--- src/rtl/cam_capture.sv ---
`default_nettype none
// ============================================================================
// Module   : cam_capture
// Function : OV7670-style RGB565 camera capture into a linear 8-bit frame
//            buffer write port. Define CAM_CAPTURE_GRAY_EN for 8-bit luma.
// Revision : 1.0
// ============================================================================
module cam_capture #(
  parameter int H_PIXELS   = 640,
  parameter int V_LINES    = 480,
  parameter int WORD_DEPTH = H_PIXELS * V_LINES,
  parameter int ADDR_W     = 24
) (
  input  logic              clk_i,
  input  logic              rst_i,
  input  logic              start_i,
  input  logic              cam_pclk_i,
  input  logic              cam_vsync_i,
  input  logic              cam_href_i,
  input  logic [7:0]        cam_d_i,
  output logic              we_o,
  output logic [ADDR_W-1:0] adr_o,
  output logic [7:0]        dat_o,
  output logic              busy_o,
  output logic              frame_done_o,
  output logic              overflow_o,
  output logic              short_frame_o
);

  // Never write past either the buffer or the nominal frame geometry.
  localparam int CNT_MAX = (WORD_DEPTH < H_PIXELS * V_LINES) ? WORD_DEPTH : H_PIXELS * V_LINES;
  localparam logic [ADDR_W-1:0] CNT_LIMIT = ADDR_W'(CNT_MAX);

`ifdef CAM_CAPTURE_GRAY_EN
  localparam int HI_W  = 8;
  localparam int PIX_W = 16;
`else
  localparam int HI_W  = 6;
  localparam int PIX_W = 8;
`endif

  typedef enum logic [1:0] {
    ST_IDLE    = 2'd0,
    ST_ARM     = 2'd1,
    ST_CAPTURE = 2'd2,
    ST_DONE    = 2'd3
  } state_t;

  logic [2:0] pclk_sync_q;
  logic [2:0] vsync_sync_q;
  logic [1:0] href_sync_q;
  logic [7:0] d_sync1_q;
  logic [7:0] d_sync2_q;
  logic       pclk_rise_q;
  logic       vsync_rise_q;
  logic       vsync_fall_q;
  logic       href_q;
  logic [7:0] byte_q;

  // Bit [2] of each sync chain is the previous synced sample for edge detect.
  always_ff @(posedge clk_i or negedge rst_i) begin
    if (!rst_i) begin
      pclk_sync_q  <= '0;
      vsync_sync_q <= '0;
      href_sync_q  <= '0;
      d_sync1_q    <= '0;
      d_sync2_q    <= '0;
      pclk_rise_q  <= 1'b0;
      vsync_rise_q <= 1'b0;
      vsync_fall_q <= 1'b0;
      href_q       <= 1'b0;
      byte_q       <= '0;
    end else begin
      pclk_sync_q  <= {pclk_sync_q[1:0], cam_pclk_i};
      vsync_sync_q <= {vsync_sync_q[1:0], cam_vsync_i};
      href_sync_q  <= {href_sync_q[0], cam_href_i};
      d_sync1_q    <= cam_d_i;
      d_sync2_q    <= d_sync1_q;
      pclk_rise_q  <= pclk_sync_q[1] & ~pclk_sync_q[2];
      vsync_rise_q <= vsync_sync_q[1] & ~vsync_sync_q[2];
      vsync_fall_q <= ~vsync_sync_q[1] & vsync_sync_q[2];
      href_q       <= href_sync_q[1];
      byte_q       <= d_sync2_q;
    end
  end

  state_t            state_d, state_q;
  logic              phase_d, phase_q;
  logic [HI_W-1:0]   hi_d, hi_q;
  logic [ADDR_W-1:0] cnt_d, cnt_q;
  logic              wr_d, wr_q;
  logic [ADDR_W-1:0] wr_adr_d, wr_adr_q;
  logic [PIX_W-1:0]  wr_pix_d, wr_pix_q;
  logic              busy_d, busy_q;
  logic              done_d, done_q;
  logic              ovf_d, ovf_q;
  logic              short_d, short_q;
  logic [HI_W-1:0]   w_hi_next;
  logic [PIX_W-1:0]  w_pix_next;

`ifdef CAM_CAPTURE_GRAY_EN
  assign w_hi_next  = byte_q;
  assign w_pix_next = {hi_q, byte_q};
`else
  // Only R[4:2] and G[5:3] of the high byte survive RGB332 packing.
  assign w_hi_next  = {byte_q[7:5], byte_q[2:0]};
  assign w_pix_next = {hi_q, byte_q[4:3]};
`endif

  always_comb begin
    state_d  = state_q;
    phase_d  = phase_q;
    hi_d     = hi_q;
    cnt_d    = cnt_q;
    wr_d     = 1'b0;
    wr_adr_d = wr_adr_q;
    wr_pix_d = wr_pix_q;
    busy_d   = busy_q;
    done_d   = 1'b0;
    ovf_d    = ovf_q;
    short_d  = short_q;
    case (state_q)
      ST_IDLE: begin
        if (start_i) begin
          state_d = ST_ARM;
          busy_d  = 1'b1;
          ovf_d   = 1'b0;
          short_d = 1'b0;
        end
      end
      ST_ARM: begin
        cnt_d   = '0;
        phase_d = 1'b0;
        if (vsync_fall_q) state_d = ST_CAPTURE;
      end
      ST_CAPTURE: begin
        if (vsync_rise_q) begin
          state_d = ST_DONE;
        end else if (!href_q) begin
          phase_d = 1'b0;
        end else if (pclk_rise_q) begin
          if (!phase_q) begin
            hi_d    = w_hi_next;
            phase_d = 1'b1;
          end else begin
            phase_d = 1'b0;
            if (cnt_q == CNT_LIMIT) begin
              ovf_d = 1'b1;
            end else begin
              wr_d     = 1'b1;
              wr_adr_d = cnt_q;
              wr_pix_d = w_pix_next;
              cnt_d    = cnt_q + 1'b1;
            end
          end
        end
      end
      ST_DONE: begin
        done_d  = 1'b1;
        busy_d  = 1'b0;
        if (cnt_q < CNT_LIMIT) short_d = 1'b1;
        state_d = ST_IDLE;
      end
      default: state_d = ST_IDLE;
    endcase
  end

  always_ff @(posedge clk_i or negedge rst_i) begin
    if (!rst_i) begin
      state_q  <= ST_IDLE;
      phase_q  <= 1'b0;
      hi_q     <= '0;
      cnt_q    <= '0;
      wr_q     <= 1'b0;
      wr_adr_q <= '0;
      wr_pix_q <= '0;
      busy_q   <= 1'b0;
      done_q   <= 1'b0;
      ovf_q    <= 1'b0;
      short_q  <= 1'b0;
    end else begin
      state_q  <= state_d;
      phase_q  <= phase_d;
      hi_q     <= hi_d;
      cnt_q    <= cnt_d;
      wr_q     <= wr_d;
      wr_adr_q <= wr_adr_d;
      wr_pix_q <= wr_pix_d;
      busy_q   <= busy_d;
      done_q   <= done_d;
      ovf_q    <= ovf_d;
      short_q  <= short_d;
    end
  end

  assign busy_o        = busy_q;
  assign frame_done_o  = done_q;
  assign overflow_o    = ovf_q;
  assign short_frame_o = short_q;

`ifdef CAM_CAPTURE_GRAY_EN
  logic [7:0]        r8, g8, b8;
  logic [15:0]       y_sum;
  logic              we_g_q;
  logic [ADDR_W-1:0] adr_g_d, adr_g_q;
  logic [7:0]        dat_g_d, dat_g_q;

  // Bit-replicated 8-bit channels; weighted sum fits 16 bits (max 65280).
  always_comb begin
    r8      = {wr_pix_q[15:11], wr_pix_q[15:13]};
    g8      = {wr_pix_q[10:5], wr_pix_q[10:9]};
    b8      = {wr_pix_q[4:0], wr_pix_q[4:2]};
    y_sum   = 16'd77 * {8'd0, r8} + 16'd150 * {8'd0, g8} + 16'd29 * {8'd0, b8};
    adr_g_d = wr_q ? wr_adr_q : adr_g_q;
    dat_g_d = wr_q ? 8'(y_sum >> 8) : dat_g_q;
  end

  always_ff @(posedge clk_i or negedge rst_i) begin
    if (!rst_i) begin
      we_g_q  <= 1'b0;
      adr_g_q <= '0;
      dat_g_q <= '0;
    end else begin
      we_g_q  <= wr_q;
      adr_g_q <= adr_g_d;
      dat_g_q <= dat_g_d;
    end
  end

  assign we_o  = we_g_q;
  assign adr_o = adr_g_q;
  assign dat_o = dat_g_q;
`else
  assign we_o  = wr_q;
  assign adr_o = wr_adr_q;
  assign dat_o = wr_pix_q;
`endif

endmodule
`default_nettype wire

--- config.mk ---
export PLATFORM = sky130hd
export DESIGN_NAME = cam_capture
export DESIGN_NICKNAME = d
export VERILOG_FILES = /design/src/rtl/cam_capture.sv
export SDC_FILE = /design/constraint.sdc
export NUM_CORES = 1
export LEC_CHECK = 0
export BUFFER_PORTS_ARGS = -buffer_cell sky130_fd_sc_hd__buf_2
export CAP_MARGIN = 20
export CORE_MARGIN = 8
export CORE_UTILIZATION = 62
export DETAILED_ROUTE_END_ITERATION = 16
export PLACE_DENSITY = 0.84
export SYNTH_ARGS = -nofsm -noshare
export SYNTH_HDL_FRONTEND = slang
export SYNTH_SLANG_ARGS = --single-unit
--- constraint.sdc ---
create_clock -name clk_i -period 3.71 [get_ports clk_i]
set_clock_uncertainty 0.15 [all_clocks]
set_input_delay 0.5565 -clock clk_i [delete_from_list [all_inputs] [get_ports clk_i]]
set_output_delay 0.5565 -clock clk_i [all_outputs]
set_load 0.05 [all_outputs]
Word-level counts from Yosys, hierarchy flattened
Cells that the tools add are included.
- add/subtract/negate cells: 1
- $lt $le $gt $ge: 1
- equality and inequality tests: 15
- muxes and demuxes: 33
- bitwise gates (word level): 9
- reduce and logical (&&, ||, !) cells: 12
- operator list (kind ; number):
    2-to-1 mux 24 bit ; 5
    one-hot mux 24 bit (2 select lines) ; 1
    adder 24 x 1 -> 24 bit, second input constant ; 1
    == test 24 x 19 -> 1 bit, second input constant ; 1
    less-than comparator 24 x 19 -> 1 bit, second input constant ; 1
    inequality test 2 bit, second input constant ; 10
    2-to-1 mux 1 bit ; 19
    AND reduction 6 bit ; 2
    AND reduction 3 bit ; 3
    one-hot mux 1 bit (2 select lines) ; 4
    one-hot mux 2 bit (4 select lines) ; 1
    AND reduction 7 bit ; 1
    2-to-1 mux 2 bit ; 3
    inverter 1 bit ; 6
    nonzero test 2 bit ; 3
    AND reduction 5 bit ; 1
    == test 2 bit, second input constant ; 2
    AND 1 bit ; 3
    inequality test 3 bit, second input constant ; 1
    == test 2 x 1 -> 1 bit, second input constant ; 1
    logical NOT 2 bit ; 1
    AND reduction 2 bit ; 1
- bits in registers: 106
- bits of input ports: 14
- output and inout bits: 37
- logic and storage cells: 92

Logic depth before layout (Yosys ltp)
Gate-level depths: netlist of the first run.
- depth in word-level cells: 7
- gate-level depth with buffers: 10
- gate-level depth less buffers: 8

Least setup slack after synthesis of the first run
Ideal clock, no wire load.
- kind: register -> register
- start point: register cnt_q[20]
- end point: register cnt_q[14]
- library setup time: 0.124 ns
- arrival time: 2.003 ns
- required time: 3.436 ns
- path slack: 1.433 ns
- stages on the path, launching flop included: 8
- buffers on the path: 1
- clock period less this slack: 2.277 ns
- cells stage by stage: dfrtp_1 or4_4 nor4_4 a21o_4 inv_2 buf_6 and3_1 a211o_1
- cells in the longest elaborated chain, start to end: 3
- RTL lines (item ; RTL line ; text):
    start, declared ; 90 ; logic [ADDR_W-1:0] cnt_d, cnt_q;
    start signal, assigned ; 185 ; cnt_q <= cnt_d;
    == test 24 x 19 -> 1 bit ; 147 ; if (cnt_q == CNT_LIMIT) begin
    inequality test 2 bit (no line) ; -- ;
    AND reduction 6 bit (no line) ; -- ;
Every way passes these cells.
A chain may end at the register's enable or synchronous reset.

Worst setup path after layout of the first run
- start point: register cnt_q[20]
- end point: register cnt_q[11]
The elaborated chain is that of the path after synthesis.

==> flow_summary_export.csv, run 1 <==
group,metric,value,unit
synth,synth_fa_ha_area_share,1.74,%
sta,finalCritPeriodShare,82.2,%
global_routing,gr-usage-all-layers,17.7,%
clock_network,ctsHtreeMaxLevel,3,
clock_network,cts.hold.buffers_added,0,
sta,final-setup-viol-count,0,
placed_design,place.gp.congestion,0.876,
synth,synth_enable_flop_cells,0,
critical_path,worst_r2r_startpoint,"cnt_q[20]$_DFFE_PN0P_",
placed_design,hpwl,5610,µm
synth,synth_top_family_by_area,"simple AND/OR/NAND/NOR gates",
clock_network,postCtsResizedCells,0,
drt,detailedRoute.firstIterationViolations,177,
placed_design,port_buffers,50,
clock_network,clk_pin_slew,0.11,ns
worst_hold_path,hold_path_class,"input port to async pin",
layout,fill_cells,489,
sta,post-route-worst-setup-slack,0.659,ns
layout,design.final.nets,464,
critical_path,endpoint,"cnt_q[11]$_DFFE_PN0P_",
clock_network,clock_path_buffers,2,
floorplanning,core_area,6760,µm²
clock_network,cts_root_buf,"clkbuf_8",
synth,ys_warn_count,0,
floorplanning,floorplan.die.width,99.4,µm
layout,post_route_cells_drive_above_1_share,18.3,%
clock_network,postCtsSetupRepairBufs,0,
critical_path,reg2reg_depth,6,
drt,vias,3103,
critical_path,crit_path_start_kind,"register",
critical_path,timing.critical_path.from,"cnt_q[20]$_DFFE_PN0P_",
drt,drcViolationCount,0,
synth,muxShareOfSynthArea,1.80,%
pwr,power.ir.vdd_worst,0.000343,V
synth,yosysSeqAreaShare,61.5,%
floorplanning,fp.dieH,99.4,µm
floorplanning,ioPinCount,51,
critical_path,rrSetupSlack,0.66,ns
layout,stdcell_count,529,
critical_path,required,3.87,ns
synth,synth.cell_area,4310,µm²
layout,diodes,0,
floorplanning,initial_utilization,63.8,%
sta,timing.max_slew.rel_slack,55.3,%
synth,yosys-top-cells-count,"106 x dfrtp_1, 106 x nand2_1, 18 x o21ai_0",
drt,avgRoutedWirePerCell,15.6,µm
critical_path,crit_arrival,3.21,ns
global_routing,grt-ovfl-total,0,
synth,mappedNetlistNets,424,
synth,post_synth_and_or_nand_nor_area_fraction,21.6,%
pwr,p_leak,2.51,nW
synth,yosysUniqueCellTypes,47,
clock_network,cts.sinks,106,
sta,finalHoldViolCount,0,
drt,wl,8240,µm
critical_path,crit_path_cell_trace,"or4_4 > nor4_4 > a21o_4 > buf_4 > and2_1 > a221o_1",
synth,synth_top_cell_area_share,61.5,%
drt,first_pass_detailed_route_iteration_total,5,
critical_path,reg2reg_end,"cnt_q[11]$_DFFE_PN0P_",
global_routing,wire_length_of_the_first_global_routing_pass,14100,µm
layout,layout-area-overhead-vs-synth,10.8,%
critical_path,timing.critical_path.fanout_max,35,
critical_path,timing.critical_path.slowest_cell_delay,0.59,ns
synth,async_reset_ff_share,100,%
critical_path,critical_path_class,"register to register",
global_routing,antenna_violations_before_repair,0,
floorplanning,die_footprint,9880,µm²
synth,netlist_top_cells_area,"dfrtp_1 62%, nand2_1 9.2%, o21ai_0 2.1%, ha_1 1.7%, mux2_2 1.6%",
clock_network,cts_buffers,9,
sta,fmax,328,MHz
synth,syn-instance-count,404,
pwr,report.power.total,2.43,mW
sta,report.final.slew_viol_count,0,
synth,synth_xor_xnor_area_share,0,%
pwr,power.density_cell_area,508,nW/µm²
synth,synth_top_cell_by_area,"dfrtp_1",
outcome,outcome,"finished, final reports clean",
synth,postSynthAreaPerCell,10.7,µm²
critical_path,end_kind,"register",
drt,final_antenna_net_count,0,
synth,synth.ff_latch_count,106,
clock_network,clk_latency,0.37,ns
global_routing,grt_start_max_net_pins,56,
sta,setup-tns-final,0,ns
critical_path,critical-path-slowest-cell,"or4_4",
floorplanning,rows,30,
sta,worst-slew-pin-transition,0.671,ns
sta,timing.final.crit_period,3.05,ns
synth,synth_compound_gate_area_share,9.61,%
clock_network,tritoncts,"done",
sta,grt_setup_unrepaired,"false",
layout,finalCoreUtilization,70.7,%
placed_design,placement.setup.worst_slack,0.693,ns
global_routing,vias_in_the_first_global_route,3013,
synth,synth_flop_cell,"dfrtp_1",
run,max_cap_violations,0,
drt,vias_per_cell,5.87,
placed_design,place_inst,513,
==> routing by layer <==
layer | vias up | wire, µm | track usage (%)
met3 | 15 | 477 | 3.91
met2 | 110 | 4080 | 28.8
met1 | 1506 | 3540 | 21.8
li1 | 1472 | - | -
met5 | - | 0 | 0
met4 | 0 | 138 | 8.73
==> how the worst min path moves through the flow <==
stage                     cells after the start  slack [ns]                endpoint
after global placement                        0        0.18     byte_q[5]$_DFF_PN0_
after floorplan                               0        0.11    adr_o[0]$_DFFE_PN0P_
final                                         1        0.06   adr_o[18]$_DFFE_PN0P_
after detailed placement                      0        0.19     byte_q[0]$_DFF_PN0_
after CTS                                     1        0.08    dat_o[6]$_DFFE_PN0P_
after global routing                          1        0.10  d_sync1_q[0]$_DFF_PN0_
==> final cells by class <==
type	instances	area, µm²	share of cell area (%)
clock buffer	9	124	2.59
clock inverter	7	81.3	1.70
inverter	10	37.5	0.786
multi-input combinational	263	1500	31.4
sequential	106	2650	55.5
tap	80	100	2.10
timing repair buffer	54	283	5.92
==> kinds of logic (layout without fill, tap and decap cells) <==
family | after synthesis | count (layout)
compound gates | 61 | 61
fa+ha+maj | 6 | 6
buf+inv | 35 | 80
flops | 106 | 106
mux | 7 | 7
simple gates | 189 | 189
==> cells in the final DEF, fill, tap and decap left out, types with 3 or more instances in the layout <==
master,count
nand2_1,106
dfrtp_1,106
buf_2,49
o21ai_0,18
nand3_1,13
and3_1,10
nor3_1,10
inv_1,9
nor2b_1,9
a21oi_1,9
clkbuf_8,9
nor2_1,7
or4_1,6
nand4_1,6
a211o_1,6
a31oi_1,6
mux2_2,6
ha_1,6
or3_1,5
a21o_1,5
buf_4,5
o31ai_1,4
nor4_1,3
a221o_1,3
==> worst max-delay path, delay by kind of cell, from the launching register on <==
kind	cells	cell delay (ns)
flops	1	0.47
buf+inv	1	0.37
simple gates	3	1.42
compound gates	2	0.58
==> metrics by stage <==
| stage | hold WS (ns) | instance area, µm² |
|---|---|---|
| finish | 0.0576 | 4780 |
| global route | 0.103 | 4780 |
| CTS | 0.0796 | 4780 |
| detailed placement | 0.186 | 4570 |
| global placement | 0.182 | 4570 |
| floorplan | 0.111 | 4310 |
==> power breakdown <==
group / switching, mW / total (mW) / internal, mW
sequential: 0.0536 / 1.30 / 1.25
combinational: 0.282 / 0.413 / 0.131
clock: 0.439 / 0.710 / 0.271
==> registers in the layout, summed over array words and instances, names as in the netlist, 6 cells and up <==
register	flops
cnt_q	24
dat_o	8
byte_q	8
adr_o	24
hi_q	6
d_sync1_q	8
d_sync2_q	8
Note: power is estimated with default switching activity, not from simulation.
==> inputs of run 2 (changes only) <==
CORE_UTILIZATION = 52   (was 62)
PLACE_DENSITY = 0.75   (was 0.84)
clock period = 2.49 ns   (was 3.71 ns; I/O delays follow)
==> run 2 against run 1 <==
  * Setup slack got worse by 0.58 ns
  * Count of clock-buffer cells in the layout is the same
  * Final cell count increased by 11%
  * Core utilization decreased by 7.6 points
  * Sequential share of layout area fell by 3.8 points
  * Final area up 7.5%
  * Non-clock buffer count grew 32
==> flow_summary_export.csv, run 2 (synthesis results as in run 1) <==
group,metric,value,unit
sta,timing.max_slew.rel_slack,70.7,%
global_routing,grt-ovfl-total,0,
critical_path,crit_arrival,2.52,ns
floorplanning,die_footprint,11500,µm²
sta,finalHoldViolCount,0,
critical_path,timing.critical_path.from,"cnt_q[19]$_DFFE_PN0P_",
drt,met3_length,517,µm
layout,fill_cells,639,
floorplanning,core_area,8130,µm²
layout,layout_commonest_cell,"nand2_1",
drt,final_antenna_net_count,0,
placed_design,placement.setup.worst_slack,0.0720,ns
drt,detailedRoute.firstIterationViolations,192,
layout,post_route_cells_drive_above_1_share,21.4,%
global_routing,gr-usage-all-layers,15.7,%
sta,finalCritPeriodShare,97.0,%
layout,stdcell_count,586,
critical_path,required,2.59,ns
drt,wl,8830,µm
placed_design,place.gp.congestion,0.833,
critical_path,timing.critical_path.fanout_max,26,
worst_hold_path,hold_path_class,"register to register",
drt,wl_met1,3890,µm
floorplanning,fp.dieH,107,µm
floorplanning,initial_utilization,53.0,%
layout,layout_common_cells,"106 x nand2_1, 105 x dfrtp_1, 49 x buf_2, 21 x buf_4, 18 x o21ai_0",
sta,grt_setup_unrepaired,"true",
layout,finalInstanceArea,5130,µm²
layout,regArea,2650,µm²
drt,topRoutingLayerUsed,"met4",
critical_path,reg2reg_depth,6,
critical_path,worst_r2r_startpoint,"cnt_q[19]$_DFFE_PN0P_",
critical_path,rrSetupSlack,0.08,ns
layout,diodes,0,
worst_hold_path,holdCritStartpoint,"d_sync1_q[7]$_DFF_PN0_",
drt,met2_layer_wire_length_in_the_routed_design,4330,µm
global_routing,antenna_violations_before_repair,0,
clock_network,clk_latency,0.36,ns
drt,first_pass_detailed_route_iteration_total,4,
clock_network,cts_root_buf,"clkbuf_8",
sta,final-setup-viol-count,0,
critical_path,end_kind,"register",
clock_network,ctsHtreeMaxLevel,3,
critical_path,crit_path_start_kind,"register",
sta,post-route-worst-setup-slack,0.0753,ns
run,max_cap_violations,0,
global_routing,wire_length_of_the_first_global_routing_pass,14700,µm
layout,multi_input_area,1500,µm²
critical_path,critical_path_class,"register to register",
placed_design,place_inst,554,
placed_design,placed_area,4760,µm²
placed_design,hpwl,5840,µm
clock_network,cts_buffers,9,
sta,hold_ws,0.207,ns
sta,fmax,414,MHz
critical_path,endpoint,"cnt_q[14]$_DFFE_PN0P_",
drt,vias,3180,
floorplanning,floorplan.die.width,107,µm
drt,vias_per_cell,5.43,
clock_network,tritoncts,"done",
placed_design,port_buffers,50,
floorplanning,ioPinCount,51,
floorplanning,rows,33,
global_routing,grt_start_max_net_pins,62,
clock_network,cts.sinks,106,
outcome,outcome,"finished, final reports clean",
drt,avgRoutedWirePerCell,15.1,µm
drt,drcViolationCount,0,
layout,finalCoreUtilization,63.1,%
pwr,power.ir.vdd_worst,0.000471,V
sta,report.final.slew_viol_count,0,
layout,design.final.nets,496,
pwr,power.density_cell_area,719,nW/µm²
global_routing,vias_in_the_first_global_route,3177,
layout,layout-area-overhead-vs-synth,19.1,%
clock_network,clk_pin_slew,0.11,ns
sta,timing.final.crit_period,2.41,ns
critical_path,reg2reg_end,"cnt_q[14]$_DFFE_PN0P_",
sta,worst-slew-pin-transition,0.438,ns
clock_network,clock_path_buffers,2,
pwr,p_leak,2.68,nW
run 2: cell count changes in the layout (fill, tap and decap cells not counted), moves of 2 or more:
cell | previous run | this run
dlygate4sd3_1 | 0 | 12
inv_6 | 2 | 4
buf_12 | 0 | 2
buf_4 | 5 | 21
run 2: critical path, cell delays in order (launching register included):
cell	delay, ns
dfrtp_1	0.40
or4_4	0.53
nor4_4	0.31
a21o_4	0.21
inv_2	0.19
and3_1	0.23
a211o_1	0.27
run 2: metal layers:
layer / global-route usage, % / vias up
li1: - / 1536
met1: 19.6 / 1560
met2: 26.0 / 75
met3: 3.90 / 9
met4: 5.53 / 0
met5: 0 / -
run 2: how the worst min path moves through the flow:
stage,endpoint,depth (start not counted)
2_1_floorplan,adr_o[0]$_DFFE_PN0P_,0
3_3_place_gp,adr_o[18]$_DFFE_PN0P_,1
3_5_place_dp,adr_o[18]$_DFFE_PN0P_,1
4_1_cts,byte_q[1]$_DFF_PN0_,0
5_1_grt,byte_q[0]$_DFF_PN0_,0
6_report,d_sync2_q[7]$_DFF_PN0_,0
run 2: repair_timing:
action | in CTS | in global routing
hold endpoints to repair | 39 | 0
endpoints found under the setup margin | 0 | 13
setup buffers | 0 | 3
hold buffers | 12 | 0
gates resized for setup | 0 | 2
run 2: final cells by class:
class                           instances  share of cell area, %
Clock buffer                            9                   2.41
Multi-Input combinational cell        263                   29.2
Tap cell                              105                   2.56
Clock inverter                          7                   1.44
Inverter                               10                  0.731
Timing Repair Buffer                   86                   12.0
Sequential cell                       106                   51.7
run 2: per-stage QoR:
step                      power (mW)  setup TNS [ns]
after floorplan                 2.40               0
after global placement          2.61               0
after detailed placement        2.64               0
after CTS                       3.71               0
after global routing            3.88          -0.199
final                           3.69               0
run 2: power by group:
part	internal (mW)	leakage [nW]	switching [mW]
clock	0.401	0.102	0.642
combinational	0.265	1.20	0.444
sequential	1.86	1.38	0.0762
